--- src/rtl/move_collector.sv ---
// Snapshots the square move-word bus on start, scans it in index order and
// queues every valid move word in a first-word-fall-through FIFO.
module move_collector #(
  parameter int NUM_SRC    = 32,
  parameter int FIFO_DEPTH = 16,
  parameter int CNT_W      = 16
) (
  input  logic                   i_clk,
  input  logic                   i_clear,
  input  logic                   i_start,
  input  logic [NUM_SRC*32-1:0]  i_move_bus,
  output logic                   o_busy,
  output logic                   o_done,
  output logic                   o_move_valid,
  input  logic                   i_move_ready,
  output logic [31:0]            o_move_data,
  output logic [CNT_W-1:0]       o_move_count
);

  localparam int IDX_W = (NUM_SRC > 1) ? $clog2(NUM_SRC) : 1;
  localparam int PTR_W = (FIFO_DEPTH > 1) ? $clog2(FIFO_DEPTH) : 1;
  localparam int OCC_W = PTR_W + 1;
  localparam logic [IDX_W-1:0] LAST_IDX  = IDX_W'(NUM_SRC - 1);
  localparam logic [OCC_W-1:0] DEPTH_OCC = OCC_W'(FIFO_DEPTH);

  typedef enum logic [1:0] {
    S_IDLE  = 2'd0,
    S_SCAN  = 2'd1,
    S_DRAIN = 2'd2,
    S_FIN   = 2'd3
  } state_t;

  state_t             r_state;
  state_t             w_nextState;

  logic [31:0]        r_snap [NUM_SRC];
  logic [IDX_W-1:0]   r_idx;

  logic [31:0]        r_mem [FIFO_DEPTH];
  logic [PTR_W-1:0]   r_wrPtr;
  logic [PTR_W-1:0]   r_rdPtr;
  logic [OCC_W-1:0]   r_occ;
  logic               r_moveValid;
  logic [31:0]        r_moveData;
  logic [CNT_W-1:0]   r_moveCount;

  logic [31:0]        w_word;
  logic               w_scanning;
  logic               w_accept;
  logic               w_pop;
  logic               w_pushOk;
  logic               w_push;
  logic               w_advance;
  logic [OCC_W-1:0]   w_occNext;
  logic [PTR_W-1:0]   w_rdPtrNext;
  logic [31:0]        w_headNext;

  // A full FIFO can still take a push when the head leaves on the same edge.
  always_comb begin
    w_word      = r_snap[r_idx];
    w_scanning  = (r_state == S_SCAN);
    w_accept    = (r_state == S_IDLE) && i_start;
    w_pop       = r_moveValid && i_move_ready;
    w_pushOk    = (r_occ < DEPTH_OCC) || w_pop;
    w_push      = w_scanning && w_word[31] && w_pushOk;
    w_advance   = w_scanning && (!w_word[31] || w_pushOk);
    w_occNext   = r_occ + OCC_W'(w_push) - OCC_W'(w_pop);
    w_rdPtrNext = w_pop ? (r_rdPtr + PTR_W'(1)) : r_rdPtr;
    // An entry written this edge into an otherwise empty FIFO becomes the head directly.
    if (w_push && ((r_occ - OCC_W'(w_pop)) == '0)) begin
      w_headNext = w_word;
    end else begin
      w_headNext = r_mem[w_rdPtrNext];
    end
  end

  always_comb begin
    w_nextState = r_state;
    o_busy      = 1'b0;
    o_done      = 1'b0;
    case (r_state)
      S_IDLE: begin
        if (i_start) begin
          w_nextState = S_SCAN;
        end
      end
      S_SCAN: begin
        o_busy = 1'b1;
        if (w_advance && (r_idx == LAST_IDX)) begin
          w_nextState = S_DRAIN;
        end
      end
      S_DRAIN: begin
        o_busy = 1'b1;
        if (w_occNext == '0) begin
          w_nextState = S_FIN;
        end
      end
      S_FIN: begin
        o_done      = 1'b1;
        w_nextState = S_IDLE;
      end
      default: begin
        w_nextState = S_IDLE;
      end
    endcase
  end

  always_ff @(posedge i_clk) begin
    if (!i_clear) begin
      r_state     <= S_IDLE;
      r_idx       <= '0;
      r_wrPtr     <= '0;
      r_rdPtr     <= '0;
      r_occ       <= '0;
      r_moveValid <= 1'b0;
      r_moveData  <= '0;
      r_moveCount <= '0;
      for (int i = 0; i < NUM_SRC; i++) begin
        r_snap[i] <= '0;
      end
    end else begin
      r_state <= w_nextState;
      if (w_accept) begin
        for (int i = 0; i < NUM_SRC; i++) begin
          r_snap[i] <= i_move_bus[i*32 +: 32];
        end
        r_idx       <= '0;
        r_moveCount <= '0;
      end else if (w_advance && (r_idx != LAST_IDX)) begin
        r_idx <= r_idx + IDX_W'(1);
      end
      if (w_push) begin
        r_wrPtr <= r_wrPtr + PTR_W'(1);
        if (r_moveCount != '1) begin
          r_moveCount <= r_moveCount + CNT_W'(1);
        end
      end
      r_rdPtr     <= w_rdPtrNext;
      r_occ       <= w_occNext;
      r_moveValid <= (w_occNext != '0);
      if (w_occNext != '0) begin
        r_moveData <= w_headNext;
      end
    end
  end

  always_ff @(posedge i_clk) begin
    if (w_push && i_clear) begin
      r_mem[r_wrPtr] <= w_word;
    end
  end

  assign o_move_valid = r_moveValid;
  assign o_move_data  = r_moveData;
  assign o_move_count = r_moveCount;

endmodule

--- config.mk ---
export PLATFORM = sky130hd
export DESIGN_NAME = move_collector
export DESIGN_NICKNAME = d
export VERILOG_FILES = /design/src/rtl/move_collector.sv
export SDC_FILE = /design/constraint.sdc
export NUM_CORES = 2
export LEC_CHECK = 0
export ABC_AREA = 1
export ABC_CLOCK_PERIOD_IN_PS = 55300
export BUFFER_PORTS_ARGS = -buffer_cell sky130_fd_sc_hd__buf_2
export CORE_AREA = 2 2 415 417
export CTS_CLUSTER_DIAMETER = 200
export CTS_CLUSTER_SIZE = 8
export DETAILED_ROUTE_END_ITERATION = 16
export DIE_AREA = 0 0 417 419
export HOLD_SLACK_MARGIN = 0.05
export PLACE_DENSITY = 0.69
export SLEW_MARGIN = 5
export SYNTH_ARGS = -nofsm -noshare
export SYNTH_HDL_FRONTEND = slang
export SYNTH_SLANG_ARGS = --single-unit
--- constraint.sdc ---
create_clock -name i_clk -period 55.3 [get_ports i_clk]
set_input_delay 11.06 -clock i_clk [delete_from_list [all_inputs] [get_ports i_clk]]
set_output_delay 11.06 -clock i_clk [all_outputs]
set_load 0.05 [all_outputs]
Word level (Yosys, flattened, before mapping)

Memory sizes are Yosys's and may differ from the RTL's. A register that Yosys moved wholly into a read port is not among the register bits.
Index checks and enable logic that the tools add are counted.

Register bits after elaboration: 69
Bits in latches: 0
Memory bits (writable): 1536
ROM bits: 0
Input bits: 1028
Output and inout bits: 51
Memories kept: 2

Memory list:

| memory | words | width | read ports | clocked after memory_dff | write ports | RTL line | source |
|---|---|---|---|---|---|---|---|
| r_snap | 32    | 32    | 1          | 1                        | 32          | 36       | `logic [31:0] r_snap [NUM_SRC];` |
| r_mem  | 16    | 32    | 1          | 0                        | 1           | 39       | `logic [31:0] r_mem [FIFO_DEPTH];` |

Add/sub/neg operators: 7
Multipliers: 0
Divide/modulo/power cells: 0
Magnitude comparators: 1
Equality and inequality tests: 9
Shift-type cells: 0
Mux-type cells: 51
Bitwise gates (word level): 33
Reductions and logical operators: 19

Operators by type and width:

| cell                                                            | count |
|---|---|
| 32-bit two-way mux                                              | 33 |
| 16-bit two-way mux                                              | 3 |
| 1-bit OR                                                        | 32 |
| 16-bit by 1-bit adder with 16-bit output, second input constant | 1 |
| 16-bit inequality test, second input constant                   | 1 |
| 5-bit zero test                                                 | 2 |
| 5-bit two-way mux                                               | 2 |
| 5-bit by 1-bit subtractor with 5-bit output                     | 2 |
| 1-bit logical AND                                               | 9 |
| 4-bit by 1-bit adder with 4-bit output, second input constant   | 2 |
| 1-bit two-way mux                                               | 8 |
| 2-bit one-hot mux with 4 select lines                           | 1 |
| 2-bit two-way mux                                               | 3 |
| 5-bit by 1-bit adder with 5-bit output                          | 1 |
| 5-bit by 1-bit adder with 5-bit output, second input constant   | 1 |
| 5-bit equality test, second input constant                      | 1 |
| 5-bit < comparator, second input constant                       | 1 |
| 5-bit inequality test, second input constant                    | 1 |
| 5-bit nonzero test                                              | 1 |
| 2-bit equality test, second input constant                      | 2 |
| 4-bit two-way mux                                               | 1 |
| 2-bit inequality test, second input constant                    | 2 |
| 2-bit OR reduction                                              | 2 |
| 3-bit AND reduction                                             | 1 |
| other kinds (6)                                                 | 7 |

Depth between registers and ports, before layout

Depth after elaboration: 8
Gate-level depth with buffers: 25
Depth with buffers taken out: 23

Worst setup path after synthesis

Ideal clock, no wire load.

Path type: input -> register
Start point: input port i_clear
End point: memory r_snap[0][0], enable pin
Library setup time: 1369 ps
Data arrival time: 31209 ps
Setup slack: 22722 ps
Cell stages on the path: 4
Buffers on the path: 1
Cell sequence: clkbuf_1 inv_2 nor2_1 inv_1

RTL lines:

| what        | RTL line | source |
|---|---|---|
| from (decl) | 9        | `input logic i_clear,` |
| to (decl)   | 36       |  |

==> reports/metrics.cfg <==
[sta]
final_max_slew_violation_count = 0
skew_ns = 0.0838
final_setup_violation_count = 0
maxSlewHeadroom_pct = 15.1
fin_worst_hold_slack_ns = 0.451
timing_worst_slew_pin_value_ns = 1.26
fin_crit_sh_pct = 33.6
rsz0062_at_grt = false
report.final.hold_viol_count = 0
timing.fmax_ghz = 0.0538
setup_total_negative_slack_ns = 0
period_minus_slack_ns = 18.60

[logic_synthesis]
synthTopCellsByArea = edfxtp_1 (63%), nand2_1 (9.7%), inv_1 (6.9%)
netlist.area_leader.share_pct = 62.6
netlist.top_cell.by_area = edfxtp_1
sequential_fraction_of_the_synthesis_area_pct = 64.6
postSynthNetCount = 8718
syn_inst = 7668
synth_cell_types = 39
syn_area_um2 = 73700
synth_area_per_cell_um2 = 9.61
synth_warnings = 0
yosys_register_bits = 1610

[route]
detail_route.drc_violations = 0
detail_route.vias_per_cell = 5.30
ant_nets = 0
vias = 58114
routed_wire_length_per_instance_um = 24.0
detailedRoute.firstIterationViolations = 7128
drt_first_pass_iters = 6
drt_wl_total_um = 262000

[power_and_ir_drop]
p_leak_nw = 40.4
peakVddDrop_v = 0.0000379
power_frac_comb_pct = 26.0
post-layout-total-power_mw = 3.96
pwr-share-seq_pct = 43.0
p_sw_mw = 1.36
p_int_mw = 2.59
power_switching_share_pct = 34.5
power_per_cell_area_nw_per_um2 = 45.5
power_frac_clock_pct = 31.0

[clocking]
cts_tree = yes
post_cts_buffers = 0
clock_insertion_delay_worst_skew_ns = 0.88
postCtsResizedCells = 0
cts_hold_buffers = 0
clk_pin_slew_ns = 0.05
cts_htree_levels = 4
clkSinkCount = 1610
ctsRootBufferMaster = clkbuf_16
cts-buffers-inserted = 219
clk_path_buf_depth = 3

[global_routing]
grt_start_max_net_pins = 216
total_global_routing_overflow = 0
grt_pass1_vias = 55385
grt_usage_pct = 29.3
grt_pass1_wl_um = 370000
number_of_antenna_violations_at_the_first_check_in_global_routing = 44

[cells_and_area]
layout-drive-gt1-share_pct = 16.8
syn2layout_area_growth_pct = 18.0
final.fill_count = 15103
most_common_cell_after_layout_fill_and_taps_aside = nand2_1
layout.cell_area.non_filler_um2 = 86900
mostFrequentLayoutCells = nand2_1 (1902), edfxtp_1 (1536), inv_1 (1351)
nNetsFinal = 9656

[worst_setup_path]
endpoint_type_of_the_worst_setup_path = flop
timing.critical_path.required_ns = 55.75
critPathLaunchType = primary input
r2r_cells = 13
timing.rr.end = r_snap[21][29]$_SDFFCE_PN0P_
timing_worst_setup_path_type = in2reg
cp_max_fo = 108
regToRegSetupSlack_ns = 46.56
critical_path.startpoint = i_clear
r2r_start = r_state[0]$_SDFFE_PN0P_
critPathCapture = r_snap[21][29]$_SDFFCE_PN0P_
cp.arrival_ns = 19.06

[placed_design]
dpl.hpwl_um = 183000
port_buffers = 1078
finalWeightedCongestion = 0.950
placement.cell_area_um2 = 80700

[floorplanning]
die-height_um = 419
rows = 152
design.die.area_um2 = 175000
core-area_um2 = 171000
num_io_pins = 1079
floorplan.die.width_um = 417
start_util_pct = 43.2

[outcome]
run_status = finished, final reports clean

[hold_path]
hold_class = reg2reg

[run]
max_cap_viol_count = 0

-- critical path, cell delays in order --
cell and delay [ns]:
buf_8 0.22, inv_2 0.49, nor2_1 0.26, inv_8 0.63, buf_4 0.84, buf_4 0.75, buf_4 0.85, buf_4 0.85
buf_4 0.82, buf_4 0.84, buf_4 1.00
-- synth_stat cells, drive strengths merged --
| cell | count |
|---|---|
| nand3b | 1 |
| a21oi | 322 |
| o2bb2ai | 9 |
| clkbuf | 201 |
| o221ai | 15 |
| xnor2 | 3 |
| buf | 251 |
| o21ai | 323 |
| fa | 1 |
| o211ai | 135 |
| nor4 | 3 |
| nand4 | 5 |
| xor2 | 18 |
| nor2 | 742 |
| ha | 21 |
| edfxtp | 1536 |
| nand3 | 705 |
| nor3b | 3 |
| dfxtp | 74 |
| o31ai | 25 |
| o22ai | 1 |
| and3 | 1 |
| nor3 | 3 |
| inv | 1362 |
| nand2 | 1906 |
| clkinv | 1 |
| a31oi | 1 |
-- final cells by class --
type                            count  area [µm²]  share of cell area (%)
Multi-Input combinational cell   4243       19000                    21.8
Inverter                         1363        5150                    5.93
Antenna cell                       35        87.6                   0.101
Clock inverter                     15         325                   0.374
Tap cell                         2233        2790                    3.22
Timing Repair Buffer             1169        6180                    7.11
Sequential cell                  1610       47600                    54.8
Clock buffer                      290        5770                    6.64
-- stage by stage --
stage | instances | setup WS, ns | utilization [%]
floorplan | 7668 | 22.72 | -
global placement | 10618 | 36.13 | 47.3
detailed placement | 10618 | 35.96 | 47.3
CTS | 10923 | 36.87 | 50.9
global route | 10952 | 36.23 | 50.9
finish | 10958 | 36.70 | 50.9
-- logic make-up after synthesis --
logic type / after synthesis / synth area share [%]
xor+xnor: 21 / 0.250
fa+ha+maj: 22 / 0.384
flops: 1610 / 64.6
compound gates: 831 / 6.36
buf+inv: 1815 / 9.92
simple gates: 3369 / 18.5
-- power groups by stage --
stage               Clock (mW)  Combinational, mW  Sequential (mW)
floorplan                    0              0.597             1.88
global placement             0               1.01             1.72
detailed placement           0               1.02             1.72
CTS                       1.23               1.03             1.70
global route              1.28               1.12             1.71
finish                    1.23               1.03             1.70
-- flip-flops by register name, summed over array words and instances, names as in the netlist, 2 cells and up, named ones only --
signal and count:
r_idx 5, r_rdPtr 4, r_wrPtr 4, r_snap 1024, o_move_data 32, r_occ 5
r_mem 512, o_move_count 16, r_state 2
-- worst min-delay path by stage --
stage | startpoint | to | slack (ns) | cells past startpoint
finish | o_move_data[28]$_SDFFE_PN0P_ | o_move_data[28]$_SDFFE_PN0P_ | 0.45 | 2
global route | o_move_data[1]$_SDFFE_PN0P_ | o_move_data[1]$_SDFFE_PN0P_ | 0.47 | 2
CTS | o_move_data[1]$_SDFFE_PN0P_ | o_move_data[1]$_SDFFE_PN0P_ | 0.45 | 2
detailed placement | o_move_data[1]$_SDFFE_PN0P_ | o_move_data[1]$_SDFFE_PN0P_ | 0.44 | 2
global placement | o_move_data[20]$_SDFFE_PN0P_ | o_move_data[20]$_SDFFE_PN0P_ | 0.45 | 2
floorplan | r_idx[3]$_SDFFE_PP0P_ | flop | 0.46 | 2
-- per-layer routing --
metal  vias to the layer above  global-route usage (%)  part of all wire (%)
li1                      26601                       -                     -
met1                     27665                    36.2                    37
met2                      3231                    47.8                    48
met3                       597                    6.54                   9.5
met4                        20                    16.2                   5.8
met5                         -                       0                 0.054
No activity file was read; power rests on OpenSTA's default activity.
